$ cat src/rtl/stopwatch_pkg.sv
`default_nettype none
// ============================================================================
// Module      : stopwatch_pkg
// Description : Shared types and BCD digit limits for the stopwatch control
//               block and its time counter.
// Revision    : 1.0 - initial release
// ============================================================================
package stopwatch_pkg;

    // Control states
    typedef enum logic [1:0] {
        IDLE    = 2'd0,
        RUNNING = 2'd1,
        PAUSED  = 2'd2
    } state_e;

    // One BCD digit
    typedef logic [3:0] bcd_t;

    // mm:ss time value, most significant digit first
    typedef struct packed {
        bcd_t min_tens;
        bcd_t min_ones;
        bcd_t sec_tens;
        bcd_t sec_ones;
    } time_t;

    localparam bcd_t SEC_ONES_MAX = 4'd9;
    localparam bcd_t SEC_TENS_MAX = 4'd5;
    localparam bcd_t MIN_ONES_MAX = 4'd9;
    localparam int   SCAN_DIGITS  = 4;

endpackage : stopwatch_pkg
`default_nettype wire

$ cat src/rtl/stopwatch_ctrl_bcd_time_counter.sv
`default_nettype none
// ============================================================================
// Module      : bcd_time_counter
// Description : mm:ss BCD counter with synchronous clear, single-step
//               increment and a one-cycle wrap pulse on MAX:59 -> 00:00.
// Revision    : 1.0 - initial release
// ============================================================================
module bcd_time_counter
    import stopwatch_pkg::*;
#(
    parameter int MAX_MIN_TENS = 5
) (
    input  logic  clk_100MHz,
    input  logic  rst_n,
    input  logic  clr,
    input  logic  inc,
    output time_t count,
    output logic  wrap
);

    localparam bcd_t MIN_TENS_MAX = bcd_t'(MAX_MIN_TENS);

    time_t count_q, count_d;
    logic  wrap_q,  wrap_d;

    // Ripple the increment through the digit chain; clear has priority
    always_comb begin
        count_d = count_q;
        wrap_d  = 1'b0;
        if (clr) begin
            count_d = '0;
        end else if (inc) begin
            if (count_q.sec_ones != SEC_ONES_MAX) begin
                count_d.sec_ones = count_q.sec_ones + 4'd1;
            end else begin
                count_d.sec_ones = '0;
                if (count_q.sec_tens != SEC_TENS_MAX) begin
                    count_d.sec_tens = count_q.sec_tens + 4'd1;
                end else begin
                    count_d.sec_tens = '0;
                    if (count_q.min_ones != MIN_ONES_MAX) begin
                        count_d.min_ones = count_q.min_ones + 4'd1;
                    end else begin
                        count_d.min_ones = '0;
                        if (count_q.min_tens != MIN_TENS_MAX) begin
                            count_d.min_tens = count_q.min_tens + 4'd1;
                        end else begin
                            count_d.min_tens = '0;
                            wrap_d           = 1'b1;
                        end
                    end
                end
            end
        end
    end

    // Count and wrap registers
    always_ff @(posedge clk_100MHz) begin
        if (!rst_n) begin
            count_q <= '0;
            wrap_q  <= 1'b0;
        end else begin
            count_q <= count_d;
            wrap_q  <= wrap_d;
        end
    end

    assign count = count_q;
    assign wrap  = wrap_q;

endmodule : bcd_time_counter
`default_nettype wire

$ cat src/rtl/stopwatch_ctrl.sv
`default_nettype none
// ============================================================================
// Module      : stopwatch_ctrl
// Description : Stopwatch sequencer: idle/running/paused control, lap freeze
//               register and 4-digit multiplexed display scan scheduling.
// Revision    : 1.0 - initial release
// ============================================================================
module stopwatch_ctrl #(
    parameter int MAX_MIN_TENS = 5,
    parameter int SCAN_DIGITS  = stopwatch_pkg::SCAN_DIGITS
) (
    input  logic        clk_100MHz,
    input  logic        rst_n,
    input  logic        clk_1Hz,
    input  logic        clk_1kHz,
    input  logic        btn_start_stop,
    input  logic        btn_clear,
    input  logic        btn_lap,
    output logic        running,
    output logic        lap_active,
    output logic [15:0] time_bcd,
    output logic        wrap,
    output logic [3:0]  digit_sel_n,
    output logic [3:0]  digit_val
);
    import stopwatch_pkg::*;

    localparam int                IDX_W    = $clog2(SCAN_DIGITS);
    localparam logic [IDX_W-1:0]  IDX_LAST = IDX_W'(SCAN_DIGITS - 1);

    // Divided clocks arrive already in this domain, so a single register
    // per level is enough for rising-edge detection.
    logic clk_1Hz_q;
    logic clk_1kHz_q;
    logic tick_1s;
    logic tick_scan;

    state_e           state_q,       state_d;
    logic             running_q,     running_d;
    logic             lap_active_q,  lap_active_d;
    time_t            lap_q,         lap_d;
    logic [IDX_W-1:0] idx_q,         idx_d;
    logic [3:0]       digit_sel_n_q, digit_sel_n_d;
    logic [3:0]       digit_val_q,   digit_val_d;

    logic             cnt_clr;
    logic             cnt_inc;
    logic             clear_ok;
    time_t            live;
    logic [15:0]      disp_flat;

    assign tick_1s   = clk_1Hz  & ~clk_1Hz_q;
    assign tick_scan = clk_1kHz & ~clk_1kHz_q;

    // Clear is only honoured outside RUNNING, so it cannot mask start_stop there
    assign clear_ok  = btn_clear && (state_q != RUNNING);

    bcd_time_counter #(
        .MAX_MIN_TENS (MAX_MIN_TENS)
    ) u_counter (
        .clk_100MHz (clk_100MHz),
        .rst_n      (rst_n),
        .clr        (cnt_clr),
        .inc        (cnt_inc),
        .count      (live),
        .wrap       (wrap)
    );

    // Next state, lap register and counter controls; clear > start_stop > lap
    always_comb begin
        state_d      = state_q;
        lap_active_d = lap_active_q;
        lap_d        = lap_q;
        cnt_clr      = 1'b0;
        // A start_stop pulse in RUNNING always leaves RUNNING, so its
        // coincident second tick is discarded.
        cnt_inc      = (state_q == RUNNING) && tick_1s && !btn_start_stop;

        if (clear_ok) begin
            state_d      = IDLE;
            lap_active_d = 1'b0;
            cnt_clr      = 1'b1;
        end else if (btn_start_stop) begin
            case (state_q)
                RUNNING: state_d = PAUSED;
                default: state_d = RUNNING;
            endcase
        end else if (btn_lap) begin
            case (state_q)
                RUNNING: begin
                    lap_active_d = !lap_active_q;
                    if (!lap_active_q) begin
                        lap_d = live;
                    end
                end
                PAUSED:  lap_active_d = 1'b0;
                default: lap_active_d = lap_active_q;
            endcase
        end

        running_d = (state_d == RUNNING);
    end

    assign disp_flat = lap_active_q ? lap_q : live;

    // Scan scheduler: step the digit index and latch select/value together
    always_comb begin
        idx_d         = idx_q;
        digit_sel_n_d = digit_sel_n_q;
        digit_val_d   = digit_val_q;
        if (tick_scan) begin
            idx_d         = (idx_q == IDX_LAST) ? '0 : idx_q + 1'b1;
            digit_sel_n_d = ~(4'b0001 << idx_d);
            digit_val_d   = disp_flat[{idx_d, 2'b00} +: 4];
        end
    end

    // Control, lap and scan registers
    always_ff @(posedge clk_100MHz) begin
        if (!rst_n) begin
            clk_1Hz_q     <= 1'b0;
            clk_1kHz_q    <= 1'b0;
            state_q       <= IDLE;
            running_q     <= 1'b0;
            lap_active_q  <= 1'b0;
            lap_q         <= '0;
            idx_q         <= '0;
            digit_sel_n_q <= 4'b1110;
            digit_val_q   <= 4'd0;
        end else begin
            clk_1Hz_q     <= clk_1Hz;
            clk_1kHz_q    <= clk_1kHz;
            state_q       <= state_d;
            running_q     <= running_d;
            lap_active_q  <= lap_active_d;
            lap_q         <= lap_d;
            idx_q         <= idx_d;
            digit_sel_n_q <= digit_sel_n_d;
            digit_val_q   <= digit_val_d;
        end
    end

    assign running     = running_q;
    assign lap_active  = lap_active_q;
    assign time_bcd    = live;
    assign digit_sel_n = digit_sel_n_q;
    assign digit_val   = digit_val_q;

endmodule : stopwatch_ctrl
`default_nettype wire
$ cat config.mk
export PLATFORM = sky130hd
export DESIGN_NAME = stopwatch_ctrl
export DESIGN_NICKNAME = d
export VERILOG_FILES = /design/src/rtl/stopwatch_pkg.sv /design/src/rtl/stopwatch_ctrl_bcd_time_counter.sv /design/src/rtl/stopwatch_ctrl.sv
export SDC_FILE = /design/constraint.sdc
export NUM_CORES = 1
export LEC_CHECK = 0
export ABC_CLOCK_PERIOD_IN_PS = 2000
export CORE_MARGIN = 10
export CORE_UTILIZATION = 62
export DETAILED_ROUTE_END_ITERATION = 7
export DONT_BUFFER_PORTS = 1
export GPL_TIMING_DRIVEN = 0
export HOLD_SLACK_MARGIN = 0.08
export PLACE_DENSITY = 0.81
export SLEW_MARGIN = 0
export SYNTH_ARGS = -nofsm -noshare
export SYNTH_HDL_FRONTEND = slang
export SYNTH_SLANG_ARGS = --single-unit
$ cat constraint.sdc
create_clock -name clk_100MHz -period 2 [get_ports clk_100MHz]
set_input_delay 0.1 -clock clk_100MHz [delete_from_list [all_inputs] [get_ports clk_100MHz]]
set_output_delay 0.1 -clock clk_100MHz [all_outputs]
set_load 0.02 [all_outputs]
==> results.json, run 1 <==
{
  "outcome": "complete, no violations",
  "crit_type": "flop to flop",
  "yosysMostFrequentCell": "dfxtp_1",
  "clockBufferDepth": 2,
  "place_ws_ps": 18.99,
  "clkLatencyLatePin_ps": 300,
  "fin_worst_skew_ps": 4.150,
  "grt_pass1_wl_mm": 8.873,
  "antenna_found_initial": 0,
  "cts_tree": "yes",
  "syn_avg_cell_area_um2": 8.951,
  "dp.cells": 308,
  "synth-async-reset-ratio": 0,
  "cp_data_required_time_ps": 2230,
  "worst_setup_path_end_kind": "flop",
  "r2r_start": "state_q[0]",
  "die_h_um": 81.27,
  "tns_ps": 0,
  "syn_nets": 273,
  "utilization": 0.7121,
  "synthTopCellsByArea": "dfxtp_1 (42%), nand2_1 (7.7%), a21boi_0 (5.5%)",
  "max_freq_ghz": 0.5303,
  "cts_buffers": 5,
  "cts_root_buffer": "clkbuf_8",
  "finalNonFillerCells": 322,
  "slew_violations": 0,
  "max-vdd-ir-drop_uv": 519.9,
  "start_kind": "flop",
  "rrSetupSlack_ps": 110,
  "max_cap_viol_count": 0,
  "start_util": 0.6405,
  "gp_congestion": 0.8187,
  "routed_via_density": 5.708,
  "syn_to_final_growth_pct": 11.18,
  "num_antenna_cells": 0,
  "grt.busiest_layer": "met2",
  "fp.dieW_um": 81.27,
  "dieArea_um2": 6604,
  "synth_cell_types": 45,
  "drt-total-wl_mm": 5.158,
  "worst_pin_slew_ps": 498.9,
  "clk_transition_reported_paths_ps": 80,
  "drt_pass1_iterations": 5,
  "area.sequential_um2": 985.9,
  "min_to": "u_counter.count[6]",
  "nets": 287,
  "ys_seq_elements": 49,
  "min_period_ps": 1886,
  "wl_per_cell_um": 16.02,
  "cp.arrival_ps": 2120,
  "fin_ws_ps": 114.1,
  "slew_headroom": 0.6639,
  "p_per_area_nw_per_um2": 669.1,
  "yosysTopAreaCellShare": 0.4215,
  "routed-via-count": 1838,
  "synth_area_leader_cell": "dfxtp_1",
  "path_max_fanout": 10,
  "grt_max_degree": 14,
  "ff2ff_path_depth": 6,
  "row_count": 22,
  "ant_nets": 0,
  "setup_violations": 0,
  "place.detailed.hpwl_mm": 3.574,
  "io_buffers": 0,
  "drive_gt1_frac": 0.1314,
  "p_leak_nw": 0.8693,
  "cts.sinks": 49,
  "synth_cells": 260,
  "ys_top_cells_by_count": "dfxtp_1 (49), nand2_1 (48), a21boi_0 (17)",
  "min_path_cells": 3,
  "synth-warning-count": 0,
  "rsz0062_at_grt": "false",
  "track_usage": 0.1681,
  "worstHoldStart": "btn_clear",
  "synthesis.area_um2": 2327,
  "gr-usage-met2": 0.2694,
  "fillCellCount": 295,
  "use_met3": 0.06071,
  "synth_edf_count": 0,
  "synthFlopType": "dfxtp_1",
  "htreeDepth": 2,
  "gr-usage-met1": 0.2061,
  "hold_viol": 0,
  "grt_pass1_vias": 1805,
  "r2r-end": "u_counter.count[15]",
  "ios": 34,
  "drt_iter0_drc": 161,
  "yosysSeqAreaShare": 0.4215,
  "period_share": 0.9429,
  "core_area_um2": 3633,
  "total_power_mw": 1.731,
  "multi_input_area_um2": 1277,
  "hold_path.class": "primary input to flop",
  "drc": 0,
  "overflow": 0
}
-- layer usage --
layer / wire, µm / up-vias
li1: - / 936
met2: 2389 / 60
met5: 0 / -
met1: 2249 / 835
met3: 444 / 7
met4: 75 / 0
-- logic make-up (layout without fill, tap and decap cells) --
logic type	after synthesis	after routing	share of synthesized area
AO/OA/AOI/OAI	64	64	0.1747
XOR/XNOR	5	5	0.01882
adder cells (fa/ha/maj)	6	6	0.03226
buffers and inverters	24	38	0.04624
flip-flops	49	49	0.4215
multiplexers	14	14	0.08172
AND/OR/NAND/NOR	98	98	0.2247
-- where the power goes --
part           switching (mW)  internal (mW)  leakage (nW)
registers              0.0321          0.995         0.400
logic                  0.0712         0.0523         0.425
clock network           0.306          0.275        0.0443
total                   0.409           1.32         0.869
-- critical path: stages (launching register included) --
cell and delay (ps):
dfxtp_1 410, ha_4 190, and4bb_2 270, buf_6 130, nand3_4 120, or4_4 540, a21oi_2 140
-- cells in the final DEF (no fill, tap or decap), types with 4 or more instances in the layout --
cell type and n:
nand2_1 48, dfxtp_1 45, a21boi_0 17, a21oi_1 15, nor2_1 12, o21ai_0 12, mux2i_1 10, inv_1 9
clkbuf_1 8, nor2b_1 7, buf_2 6, clkbuf_8 6, ha_1 5, dlygate4sd3_1 5, and2_1 4, mux4_2 4
o22ai_1 4, nand4_1 4, dfxtp_2 4
-- how the worst max path moves through the flow --
| stage | startpoint | end | slack [ps] | depth (start not counted) |
|---|---|---|---|---|
| global route | u_counter.count[3] | u_counter.count[13] | 8 | 4 |
| finish | state_q[0] | u_counter.count[15] | 110 | 6 |
| global placement | idx_q[0] | digit_val[0] | 20 | 5 |
| detailed placement | state_q[1] | lap_q[8] | 20 | 8 |
| floorplan | state_q[1] | lap_q[9] | 210 | 8 |
| CTS | idx_q[0] | digit_val[0] | 20 | 5 |
-- area by class of cell --
class | count | area share
multi-input cells | 187 | 0.4937
well taps | 48 | 0.02321
clock buffers | 7 | 0.03337
flip-flops and latches | 49 | 0.3810
plain buffers | 14 | 0.02853
inverters | 9 | 0.01306
repair buffers | 8 | 0.02708
-- flip-flops by register name, indices dropped and copies added, names as in the netlist --
signal / flops
u_counter.count: 16
lap_active: 1
u_counter.wrap: 1
clk_1Hz_q: 1
digit_sel_n: 4
digit_val: 4
state_q: 2
clk_1kHz_q: 1
lap_q: 16
running: 1
idx_q: 2
-- repair_timing --
item / CTS / global route
hold buffers: 4 / 1
cloned: 0 / 1
pin swaps: 0 / 4
resized for setup: 0 / 14
hold endpoints to repair: 12 / 2
setup buffers: 0 / 2
setup endpoints to repair: 4 / 27
-- metrics by stage --
step / hold slack, ps / area (µm²)
after floorplan: 205.3 / 2327
after global placement: 213.5 / 2387
after detailed placement: 214.5 / 2387
after CTS: 96.21 / 2510
after global routing: 119.7 / 2587
final: 84.42 / 2587
No activity file was read; power rests on OpenSTA's default activity.
==> inputs of run 2 (changes only) <==
CELL_PAD_IN_SITES_DETAIL_PLACEMENT = 1   (was not set)
CELL_PAD_IN_SITES_GLOBAL_PLACEMENT = 2   (was not set)
CORE_UTILIZATION = 39   (was 62)
PLACE_DENSITY = 0.82   (was 0.81)
SYNTH_HIERARCHICAL = 1   (was not set)
==> results.json, run 2 <==
{
  "setup_violations": 0,
  "final_cell_mix": "nand2_1 (46), dfxtp_1 (46), o21ai_0 (15), a21boi_0 (15), nor2_1 (15)",
  "slew_headroom": 0.6497,
  "p_leak_nw": 1.043,
  "yosysTopAreaCellShare": 0.3843,
  "synthesis.area_um2": 2552,
  "drt_iter0_drc": 62,
  "drt_pass1_iterations": 4,
  "max_cap_viol_count": 0,
  "overflow": 0,
  "io_buffers": 0,
  "multi_input_area_um2": 1501,
  "synthTopCellsByArea": "dfxtp_1 (38%), nand2_1 (6.8%), a21boi_0 (4.7%)",
  "max_freq_ghz": 0.5216,
  "outcome": "complete, no violations",
  "drc": 0,
  "drt-total-wl_mm": 6.857,
  "yosysSeqAreaShare": 0.3843,
  "hold_path.class": "primary input to flop",
  "min_period_ps": 1917,
  "max_stage_delay_ps": 410,
  "slowest_stage": "nor4_4",
  "total_power_mw": 1.778,
  "track_usage": 0.1359,
  "wl_per_cell_um": 18.14,
  "grt_pass1_vias": 2139,
  "htreeDepth": 2,
  "worstHoldStart": "rst_n",
  "syn_to_final_growth_pct": 13.73,
  "synthFlopType": "dfxtp_1",
  "fillCellCount": 750,
  "nets": 315,
  "worst_pin_slew_ps": 524.7,
  "r2r_start": "state_q[1]",
  "area.sequential_um2": 987.2,
  "dieArea_um2": 10180,
  "gp_congestion": 0.7301,
  "ios": 34,
  "crit_path_start": "state_q[1]",
  "place.detailed.hpwl_mm": 4.824,
  "synth-warning-count": 6,
  "slew_violations": 0,
  "syn_avg_cell_area_um2": 9.051,
  "critPathBufInv": 2,
  "fp.dieW_um": 100.9,
  "cts_root_buffer": "clkbuf_8",
  "hold_viol": 0,
  "synth_cells": 282,
  "start_kind": "flop",
  "p_per_area_nw_per_um2": 612.4,
  "synth_edf_count": 0,
  "grt_pass1_wl_mm": 11.16,
  "finalNonFillerCells": 378,
  "start_util": 0.4020,
  "dp.cells": 359,
  "ys_top_cells_by_count": "dfxtp_1 (49), nand2_1 (46), a21boi_0 (16), nor2_1 (16), o21ai_0 (15)",
  "synth-async-reset-ratio": 0,
  "clockBufferDepth": 2,
  "cp_data_required_time_ps": 2210,
  "row_count": 29,
  "num_antenna_cells": 0,
  "clk_transition_reported_paths_ps": 90,
  "synth_cell_types": 53,
  "path_max_fanout": 5,
  "rsz0062_at_grt": "true",
  "antenna_found_initial": 0,
  "grt_max_degree": 14,
  "cp.arrival_ps": 2120,
  "ys_seq_elements": 49,
  "cts_tree": "yes",
  "drive_gt1_frac": 0.1860,
  "routed-via-count": 2063,
  "cts.sinks": 49,
  "core_area_um2": 6350,
  "syn_nets": 296,
  "die_h_um": 100.9,
  "cts_buffers": 5,
  "cpLargestDelayFamily": "simple AND/OR/NAND/NOR gates",
  "clkLatencyLatePin_ps": 300,
  "path_cells": "inv_2 -> ha_4 -> nor4bb_4 -> buf_4 -> nand4b_4 -> nor4_4 -> a21oi_1 -> a311oi_1",
  "routed_via_density": 5.458,
  "ant_nets": 0,
  "yosysMostFrequentCell": "dfxtp_1",
  "worst_setup_path_end_kind": "flop",
  "period_share": 0.9586,
  "synth_area_leader_cell": "dfxtp_1",
  "crit_type": "flop to flop",
  "max-vdd-ir-drop_uv": 337.0,
  "fin_worst_skew_ps": 5.527
}
==> run 2: layout make-up <==
type,instances,area share
multi-input cells,208,0.5172
flip-flops and latches,49,0.3401
repair buffers,13,0.03793
well taps,77,0.03319
plain buffers,15,0.03017
clock buffers,7,0.02974
inverters,9,0.01164
==> run 2: worst register-to-register path, stage by stage (launching register included) <==
cell,delay (ps)
dfxtp_2,350
inv_2,80
ha_4,130
nor4bb_4,180
buf_4,180
nand4b_4,160
nor4_4,410
a21oi_1,110
a311oi_1,220
==> run 2: logic make-up after synthesis <==
| kind of cell | share of synthesized area |
|---|---|
| and+or+nand+nor | 0.2623 |
| AOI/OAI and AO/OA | 0.1922 |
| DFF | 0.3843 |
| buffers and inverters | 0.04705 |
| muxes | 0.05931 |
| adders and majority gates | 0.03431 |
| xor gates and xnor gates | 0.02059 |
==> run 2: where the power goes <==
part	switching (mW)	internal [mW]	total [mW]
registers	0.0334	0.994	1.03
logic	0.0899	0.0655	0.155
clock network	0.319	0.275	0.595
total	0.443	1.33	1.78
==> run 2: repair_timing <==
| item | 4_1_cts | 5_1_grt |
|---|---|---|
| hold buffers | 4 | 1 |
| setup buffers | 2 | 6 |
| endpoints found under the setup margin | 21 | 19 |
| hold endpoints to repair | 6 | 1 |
| pin swaps | 1 | 4 |
| gates resized for setup | 4 | 16 |
==> run 2: per-stage QoR <==
stage / instance area, µm² / hold slack [ps] / setup WS (ps) / setup TNS [ps] / utilization
2_1_floorplan: 2559 / 221.7 / 18.36 / 0 / -
3_3_place_gp: 2655 / 223.8 / -392.2 / -3509 / 0.4181
3_5_place_dp: 2655 / 226.3 / -406.8 / -4193 / 0.4181
4_1_cts: 2806 / 147.6 / 23.10 / 0 / 0.4420
5_1_grt: 2903 / 153.7 / -127.4 / -525.1 / 0.4571
6_report: 2903 / 152.9 / 82.72 / 0 / 0.4571
==> run 2: metal layers <==
metal | global-route usage | vias up | part of all wire | wire length [µm]
met4 | 0.03537 | 0 | 0.010 | 71
met1 | 0.1632 | 1012 | 0.43 | 2964
li1 | - | 1023 | - | -
met5 | 0 | - | 0 | 0
met3 | 0.03909 | 5 | 0.050 | 344
met2 | 0.2310 | 23 | 0.51 | 3477
==> run 2: worst paths after layout <==
| kind | slack (ps) | end | cells after the start |
|---|---|---|---|
| hold / removal | 150 | u_counter/count[15] | 3 |
| setup reg to reg | 80 | u_counter/count[14] | 8 |
| hold reg to reg | 460 | lap_q[7] | 2 |
| setup / recovery | 80 | u_counter/count[14] | 8 |
==> inputs of run 3 (changes only) <==
ABC_CLOCK_PERIOD_IN_PS = 2500   (was 2000)
CORE_UTILIZATION = 41   (was 39)
PLACE_DENSITY = 0.86   (was 0.82)
clock period = 2.5 ns   (was 2 ns; I/O delays follow)
==> results.json, run 3 (synthesized netlist as in run 2, its figures left out) <==
{
  "grt_max_degree": 15,
  "clk_transition_reported_paths_ps": 90,
  "nets": 306,
  "final_cell_area_um2": 2793,
  "cts_root_buffer": "clkbuf_8",
  "num_antenna_cells": 0,
  "p_per_area_nw_per_um2": 518.9,
  "die_h_um": 98.90,
  "rrSetupSlack_ps": 280,
  "clkLatencyLatePin_ps": 310,
  "routed-via-count": 2017,
  "fin_ws_ps": 280.1,
  "period_share": 0.8880,
  "p_leak_nw": 0.9940,
  "slew_violations": 0,
  "min_to": "lap_active",
  "fp.dieW_um": 98.90,
  "drt-total-wl_mm": 6.432,
  "setup_violations": 0,
  "hold_path.class": "primary input to flop",
  "worst_pin_slew_ps": 548.5,
  "dieArea_um2": 9781,
  "max_cap_viol_count": 0,
  "fillCellCount": 722,
  "r2r-end": "u_counter/count[14]",
  "worst_setup_path_end_kind": "flop",
  "wl_per_cell_um": 17.48,
  "hold_viol": 0,
  "antenna_found_initial": 0,
  "drc": 0,
  "place.detailed.hpwl_mm": 4.784,
  "start_kind": "flop",
  "cts_tree": "yes",
  "path_max_fanout": 6,
  "fin_worst_skew_ps": 6.460,
  "syn_to_final_growth_pct": 9.412,
  "ios": 34,
  "crit_type": "flop to flop",
  "grt_pass1_wl_mm": 10.83,
  "grt_pass1_vias": 2132,
  "cts.sinks": 49,
  "final_cell_mix": "dfxtp_1 (49), nand2_1 (46), a21boi_0 (16), nor2_1 (16), o21ai_0 (15)",
  "cts_buffers": 5,
  "cp.arrival_ps": 2440,
  "min_path_cells": 3,
  "overflow": 0,
  "core_area_um2": 5991,
  "start_util": 0.4261,
  "track_usage": 0.1337,
  "final_common_cell": "dfxtp_1",
  "clockBufferDepth": 2,
  "r2r_start": "state_q[1]",
  "htreeDepth": 2,
  "gp_congestion": 0.7325,
  "max_freq_ghz": 0.4505,
  "min_period_ps": 2220,
  "placed_area_um2": 2646,
  "worstHoldStart": "btn_lap",
  "cp_data_required_time_ps": 2720,
  "drt_iter0_drc": 85,
  "routed_via_density": 5.481,
  "place_ws_ps": -330.8,
  "drt_pass1_iterations": 4,
  "ff2ff_path_depth": 7,
  "io_buffers": 0,
  "rsz0062_at_grt": "false",
  "ant_nets": 0,
  "max-vdd-ir-drop_uv": 246.6,
  "drive_gt1_frac": 0.1331,
  "row_count": 28,
  "hold_ws_ps": 87.05,
  "slew_headroom": 0.6338,
  "outcome": "complete, no violations"
}
-- run 3: layer usage --
layer	routed length, µm	global-route usage	vias to the layer above
met5	0	0	-
met2	3144	0.2194	29
met3	281	0.03631	7
met4	77	0.04631	0
li1	-	-	1007
met1	2929	0.1637	974
-- run 3: power by group --
group | internal [mW] | total [mW] | switching [mW]
combinational | 0.0447 | 0.112 | 0.0676
sequential | 0.795 | 0.821 | 0.0256
clock | 0.250 | 0.516 | 0.265
total | 1.09 | 1.45 | 0.359
-- run 3: final cells by class --
class / count / area, µm² / area share
Clock buffer: 7 / 96.34 / 0.03450
Buffer: 16 / 86.33 / 0.03091
Timing Repair Buffer: 3 / 30.03 / 0.01075
Tap cell: 75 / 93.84 / 0.03360
Sequential cell: 49 / 980.9 / 0.3513
Multi-Input combinational cell: 208 / 1466 / 0.5251
Inverter: 9 / 33.78 / 0.01210
Clock inverter: 1 / 5.005 / 0.001792
-- run 3: worst max path at each step --
stage,startpoint,to,cells after the start
4_1_cts,state_q[1],u_counter/wrap,7
6_report,state_q[1],u_counter/count[14],7
2_1_floorplan,state_q[1],u_counter/count[14],7
5_1_grt,state_q[1],u_counter/count[14],7
3_5_place_dp,state_q[1],u_counter/wrap,7
3_3_place_gp,state_q[1],u_counter/wrap,7
-- run 3: metrics by stage --
| step | cells | total power, mW | TNS (ps) | util |
|---|---|---|---|---|
| floorplan | 282 | 0.9163 | 0 | - |
| global placement | 357 | 0.9449 | -1118 | 0.4417 |
| detailed placement | 357 | 0.9475 | -2694 | 0.4417 |
| CTS | 368 | 1.470 | 0 | 0.4647 |
| global route | 368 | 1.510 | 0 | 0.4662 |
| finish | 368 | 1.449 | 0 | 0.4662 |
-- run 3: worst max-delay path, stage by stage (launching register included) --
cell	delay (ps)
dfxtp_1	350
inv_1	90
ha_1	170
nor4bb_4	470
nand4b_4	260
nor4_4	430
a21oi_1	120
a311oi_1	250
-- run 3: what timing repair did --
action,4_1_cts,5_1_grt
hold endpoints to repair,4,0
setup endpoints to repair,14,9
gates resized for setup,1,1
buffers inserted,0,0
pin swaps,0,0
hold buffers,3,0
